### src/rtl/dest_pipe_tracker.sv
// Carries write-back destination/enable from ID through EXE, MEM and WB, inserting
// bubbles on hazard/branch, holding on memory freeze, and tracking stall statistics.
module dest_pipe_tracker #(
   parameter int REG_ADDR_LEN  = 4,
   parameter int STALL_CNT_LEN = 16,
   parameter int MAX_STALL     = 2
) (
   input  logic                     clk,
   input  logic                     rst,
   input  logic                     hazard,
   input  logic                     branch_taken,
   input  logic                     mem_freeze,
   input  logic                     id_valid,
   input  logic [REG_ADDR_LEN-1:0]  id_dest,
   input  logic                     id_wb_en,
   output logic                     pc_freeze,
   output logic                     if_id_freeze,
   output logic                     if_id_flush,
   output logic [REG_ADDR_LEN-1:0]  exe_dest,
   output logic                     exe_wb_en,
   output logic [REG_ADDR_LEN-1:0]  mem_dest,
   output logic                     mem_wb_en,
   output logic [REG_ADDR_LEN-1:0]  wb_dest,
   output logic                     wb_wb_en,
   output logic [1:0]               state,
   output logic [STALL_CNT_LEN-1:0] stall_count,
   output logic                     deadlock
);

   typedef enum logic [1:0] {
      ST_RUN    = 2'd0,
      ST_STALL  = 2'd1,
      ST_FROZEN = 2'd2,
      ST_FLUSH  = 2'd3
   } state_t;

   // Run counter only needs to reach one past MAX_STALL; it saturates there.
   localparam int RUN_W = (MAX_STALL + 2 > 2) ? $clog2(MAX_STALL + 2) : 1;
   localparam logic [RUN_W-1:0] RUN_SAT = RUN_W'(MAX_STALL + 1);

   logic [REG_ADDR_LEN-1:0]  exe_dest_q, exe_dest_d;
   logic                     exe_wb_en_q, exe_wb_en_d;
   logic [REG_ADDR_LEN-1:0]  mem_dest_q, mem_dest_d;
   logic                     mem_wb_en_q, mem_wb_en_d;
   logic [REG_ADDR_LEN-1:0]  wb_dest_q, wb_dest_d;
   logic                     wb_wb_en_q, wb_wb_en_d;
   state_t                   state_q, state_d;
   logic [STALL_CNT_LEN-1:0] stall_cnt_q, stall_cnt_d;
   logic [RUN_W-1:0]         run_q, run_d;
   logic                     deadlock_q, deadlock_d;

   always_comb begin
      exe_dest_d  = exe_dest_q;
      exe_wb_en_d = exe_wb_en_q;
      mem_dest_d  = mem_dest_q;
      mem_wb_en_d = mem_wb_en_q;
      wb_dest_d   = wb_dest_q;
      wb_wb_en_d  = wb_wb_en_q;
      state_d     = state_q;
      stall_cnt_d = stall_cnt_q;
      run_d       = run_q;
      deadlock_d  = deadlock_q;

      if (mem_freeze) begin
         state_d = ST_FROZEN;
      end else begin
         wb_dest_d   = mem_dest_q;
         wb_wb_en_d  = mem_wb_en_q;
         mem_dest_d  = exe_dest_q;
         mem_wb_en_d = exe_wb_en_q;
         if (branch_taken) begin
            exe_dest_d  = '0;
            exe_wb_en_d = 1'b0;
            state_d     = ST_FLUSH;
            run_d       = '0;
         end else if (hazard) begin
            exe_dest_d  = '0;
            exe_wb_en_d = 1'b0;
            state_d     = ST_STALL;
            if (stall_cnt_q != '1)
               stall_cnt_d = stall_cnt_q + 1'b1;
            if (run_q != RUN_SAT)
               run_d = run_q + 1'b1;
            // Deadlock trips on the stall that pushes the run past MAX_STALL.
            if (run_q >= RUN_W'(MAX_STALL))
               deadlock_d = 1'b1;
         end else begin
            exe_dest_d  = id_dest;
            exe_wb_en_d = id_wb_en & id_valid;
            state_d     = ST_RUN;
            run_d       = '0;
         end
      end
   end

   always_ff @(posedge clk) begin
      if (rst) begin
         exe_dest_q  <= '0;
         exe_wb_en_q <= 1'b0;
         mem_dest_q  <= '0;
         mem_wb_en_q <= 1'b0;
         wb_dest_q   <= '0;
         wb_wb_en_q  <= 1'b0;
         state_q     <= ST_RUN;
         stall_cnt_q <= '0;
         run_q       <= '0;
         deadlock_q  <= 1'b0;
      end else begin
         exe_dest_q  <= exe_dest_d;
         exe_wb_en_q <= exe_wb_en_d;
         mem_dest_q  <= mem_dest_d;
         mem_wb_en_q <= mem_wb_en_d;
         wb_dest_q   <= wb_dest_d;
         wb_wb_en_q  <= wb_wb_en_d;
         state_q     <= state_d;
         stall_cnt_q <= stall_cnt_d;
         run_q       <= run_d;
         deadlock_q  <= deadlock_d;
      end
   end

   // A taken branch overrides the hazard stall so the flush can proceed.
   assign pc_freeze    = mem_freeze | (hazard & ~branch_taken);
   assign if_id_freeze = mem_freeze | (hazard & ~branch_taken);
   assign if_id_flush  = branch_taken & ~mem_freeze;

   assign exe_dest    = exe_dest_q;
   assign exe_wb_en   = exe_wb_en_q;
   assign mem_dest    = mem_dest_q;
   assign mem_wb_en   = mem_wb_en_q;
   assign wb_dest     = wb_dest_q;
   assign wb_wb_en    = wb_wb_en_q;
   assign state       = state_q;
   assign stall_count = stall_cnt_q;
   assign deadlock    = deadlock_q;

endmodule

### config.mk
export PLATFORM = sky130hd
export DESIGN_NAME = dest_pipe_tracker
export DESIGN_NICKNAME = d
export VERILOG_FILES = /design/src/rtl/dest_pipe_tracker.sv
export SDC_FILE = /design/constraint.sdc
export NUM_CORES = 1
export LEC_CHECK = 0
export ABC_AREA = 1
export CAP_MARGIN = 10
export CORE_AREA = 2 2 71 60
export DETAILED_ROUTE_END_ITERATION = 7
export DIE_AREA = 0 0 73 62
export PLACE_DENSITY = 0.79
export SYNTH_ARGS = -nofsm -noshare
export SYNTH_HDL_FRONTEND = slang
export SYNTH_SLANG_ARGS = --single-unit
### constraint.sdc
create_clock -name clk -period 2.32 [get_ports clk]
set_input_delay 0.58 -clock clk [delete_from_list [all_inputs] [get_ports clk]]
set_output_delay 0.58 -clock clk [all_outputs]
set_load 0.01 [all_outputs]
After elaboration in Yosys (flattened, before gate mapping):

Cells that the tools add are included.

* register bits after elaboration: 36
* memories kept: 0
* memory bits (writable): 0
* ROM bits: 0
* bits of input ports: 11
* bits in latches: 0
* logic and storage cells: 37

* multiplexer cells: 10
* shifts and indexed selects: 0
* add/sub/neg operators: 2
* $lt $le $gt $ge: 1
* equality and inequality tests: 3
* multiply operators: 0
* reductions and logical operators: 4
* div/mod/pow operators: 0
* bitwise operators: 6

Operators by type and width (count)
* adder 16 x 1 -> 16 bit (second input constant): 1
* inequality test 16 bit (second input constant): 1
* two-way mux 2 bit: 5
* two-way mux 4 bit: 2
* AND reduction 4 bit: 2
* bitwise AND 1 bit: 3
* two-way mux 1 bit: 3
* inequality test 3 x 1 -> 1 bit (second input constant): 1
* adder 2 x 1 -> 2 bit (second input constant): 1
* greater-or-equal comparator 2 bit (second input constant): 1
* inequality test 2 bit (second input constant): 1
* inverter 1 bit: 2
* AND reduction 2 bit: 1
* OR reduction 2 bit: 1
* OR 1 bit: 1

Longest topological paths before layout:

* depth after elaboration: 4
* mapped depth: 9
* gate-level depth less buffers: 9

Least setup slack after synthesis:

Ideal clock, no wire load.

* path kind: input to output
* start: input mem_freeze
* end: output pc_freeze
* path slack: 616 ps
* stages: 4
* arrival time: 1124 ps
* data required time: 1740 ps
* path buffers: 2
* cell sequence: buf_2 inv_1 nand2_1 buf_4

* cells in the longest elaborated chain, start to end: 1

Ends and longest elaborated chain
* from (decl): RTL line 12 `input logic mem_freeze,`
* OR 1 bit
* to (decl): RTL line 16 `output logic pc_freeze,`

No other way between the ends.

Final worst setup path:

* start: input mem_freeze
* end: output if_id_freeze

* cells in the longest elaborated chain, start to end: 1

Ends and longest elaborated chain
* OR 1 bit: RTL line 124 `assign if_id_freeze = mem_freeze | (hazard & ~branch_taken);`
* to (decl): RTL line 17 `output logic if_id_freeze,`

No other way between the ends.

==> results.cfg <==
[die]
die_h_um = 62
core_sq_um = 3920
die_area_sq_um = 4530
io_pins = 48
row_count = 21
die_w_um = 73
start_util = 0.469

[clock_network]
cts-root-buf = clkbuf_8
numCtsBuffers = 5
clock_path_buffers = 2
cts_tree = built
clkSinkCount = 36
cts.clk_slew.worst_paths_ns = 0.07
cts-htree-levels = 2
clkLatencyLatePin_ns = 0.29
hold_buffers = 0

[setup_path]
crit_path_start_kind = primary input
crit_arrival_ns = 1.56
path_cells = clkdlybuf4s50_1 > inv_1 > nand2_1 > dlygate4sd2_1
cp_num_buf_inv = 3
cp-end-kind = output pin
required_ns = 1.74
critPathTopFamily = buffers and inverters
path_class = primary input to output pin
critPathMaxFanout = 4
crit_slowest_cell = clkdlybuf4s50_1
cp_slowest_stage_delay_ns = 0.53

[placed_design]
gp_congestion = 0.824
post-place-ws_ns = -0.0908
portBuffers = 47
hpwl_um = 3060

[route]
drt_iter0_markers = 108
ant_nets = 0
via_per_inst = 5.05
wl_per_cell_um = 11.9
drtPass1Iterations = 4
drc = 0
num_vias = 1788
drt_wl_total_um = 4210

[timing]
slew_headroom = 0.617
tightest_slew_ns = 0.574
finalHoldViolCount = 0
setup_ws_ns = 0.177
fin_tns_setup_ns = 0
clock_skew_ns = 0.0106
rsz0062_at_grt = false
setup_viol = 0
period_needed_ns = 2.14
fin_worst_hold_slack_ns = 0.456
finalMaxSlewViolations = 0
period_share = 0.924
fmax_mhz = 467

[outcome]
status = completed

[global_route]
grt_first_pass_wirelength_um = 6780
use_met2 = 0.300
antenna_found_initial = 0
grtUsageTotal = 0.194
use_met3 = 0.0726
grt.busiest_layer = met2
grt-ovfl-total = 0
grt_util_met1 = 0.260
grt_pass1_vias = 1509
grt_max_degree = 22

[min_path]
hold_class = register to register

[flow_run]
maxCapViolations = 0

[layout]
final_layout_size_suffix_gt1_frac = 0.172
antenna_cells = 0
final_nets = 321
syn_to_final_growth_pct = 34.7

[synth]
syn_nets = 268
syn_inst = 254
ys_seq_area_frac = 0.393
ys_seq_elements = 36
yosysWarningCount = 0
mappedNetlistArea_sq_um = 1840
synth_cell_type_count = 25
avgSynthCellArea_sq_um = 7.23

[power_and_ir_drop]
ir_worst_vdd_v = 0.000327
p_total_mw = 1.25
total_leakage_power_nw = 0.944
p_per_area_nw_per_um2 = 506
==> cell type report <==
class | count | area, sq um
multi-input combinational | 185 | 972
clock buffer | 8 | 90.1
timing repair buffer | 55 | 539
tap | 46 | 57.6
sequential | 36 | 721
fill | 360 | 1440
inverter | 24 | 92.6
==> Yosys cell counts <==
cell      instances  area, sq um
a21oi_2           9         78.8
buf_4             1         7.51
nand2_4           3         33.8
nand3_1          15         75.1
a21oi_1           4         20.0
dfxtp_1          36          721
nor3_1            2         10.0
ha_1              3         37.5
inv_1            18         67.6
inv_4             1         6.26
inv_2             5         18.8
nand2_1          51          191
buf_2             4         20.0
buf_6             1         11.3
nor2_2            5         31.3
nand4_1           4         25.0
xnor2_1           4         35.0
nor2_8            1         20.0
o21ai_0          18         90.1
nor2_1           46          173
nor2_4            3         33.8
xor2_1            4         35.0
nand3b_1          1         7.51
nand2_2          12         75.1
clkbuf_1          3         11.3
==> worst register-to-register path: cells and delay by family (launching register included) <==
kind	cells	cell delay [ns]
buf+inv	1	0.15
fa+ha+maj	1	0.26
flops	1	0.48
simple gates	7	0.72
==> per-layer routing <==
layer	vias up	share of wire	wire, um
met1	838	0.48	2020
met3	4	0.059	248
met2	42	0.45	1910
met4	0	0.0064	27
li1	904	-	-
met5	-	0	0
==> sequential cells by signal, summed over array words and instances (netlist names) <==
register	flops
wb_wb_en	1
exe_dest	4
run_q	2
wb_dest	4
mem_dest	4
state	2
deadlock	1
mem_wb_en	1
exe_wb_en	1
stall_count	16
==> power breakdown <==
| part | leakage [nW] | switching (mW) | internal [mW] |
|---|---|---|---|
| clock network | 0.0455 | 0.218 | 0.242 |
| registers | 0.293 | 0.0124 | 0.635 |
| logic | 0.605 | 0.0712 | 0.0706 |
| total | 0.944 | 0.302 | 0.948 |
==> cells by family (layout without fill, tap and decap cells) <==
family | count (synthesis) | count (layout) | share of synthesized area
buffers and inverters | 33 | 87 | 0.0777
flip-flops | 36 | 36 | 0.393
AND/OR/NAND/NOR | 143 | 143 | 0.368
adder cells (fa/ha/maj) | 3 | 3 | 0.0205
XOR/XNOR | 8 | 8 | 0.0382
AO/OA/AOI/OAI | 31 | 31 | 0.103
==> metrics by stage <==
| stage | utilization | instances | instance area, sq um |
|---|---|---|---|
| floorplan | - | 254 | 1840 |
| global placement | 0.609 | 346 | 2390 |
| detailed placement | 0.609 | 346 | 2390 |
| CTS | 0.632 | 354 | 2470 |
| global route | 0.632 | 354 | 2470 |
| finish | 0.632 | 354 | 2470 |
==> worst paths after layout <==
path | start | endpoint | slack, ns | depth (start not counted)
max | mem_freeze | if_id_freeze | 0.18 | 4
min | deadlock | deadlock | 0.46 | 2
max reg2reg | stall_count[0] | stall_count[1] | 0.62 | 9
min reg2reg | deadlock | deadlock | 0.46 | 2
==> cells in the final DEF (no fill, tap or decap), types with 2 or more instances in the layout <==
| master | synthesis | layout |
|---|---|---|
| a21oi_1 | 4 | 4 |
| a21oi_2 | 9 | 9 |
| buf_4 | 1 | 7 |
| clkbuf_1 | 3 | 2 |
| clkbuf_8 | 0 | 6 |
| clkdlybuf4s50_1 | 0 | 44 |
| dfxtp_1 | 36 | 36 |
| dlygate4sd2_1 | 0 | 3 |
| ha_1 | 3 | 3 |
| inv_1 | 18 | 18 |
| inv_2 | 5 | 5 |
| nand2_1 | 51 | 51 |
| nand2_2 | 12 | 12 |
| nand2_4 | 3 | 3 |
| nand3_1 | 15 | 15 |
| nand4_1 | 4 | 4 |
| nor2_1 | 46 | 46 |
| nor2_2 | 5 | 5 |
| nor2_4 | 3 | 3 |
| nor3_1 | 2 | 2 |
| o21ai_0 | 18 | 18 |
| xnor2_1 | 4 | 4 |
| xor2_1 | 4 | 4 |
==> repair_timing <==
| item | in CTS | in global routing |
|---|---|---|
| gates resized for setup | 3 | 0 |
| setup buffers | 0 | 0 |
| setup endpoints to repair | 3 | 0 |
(Power assumes the default switching activity.)
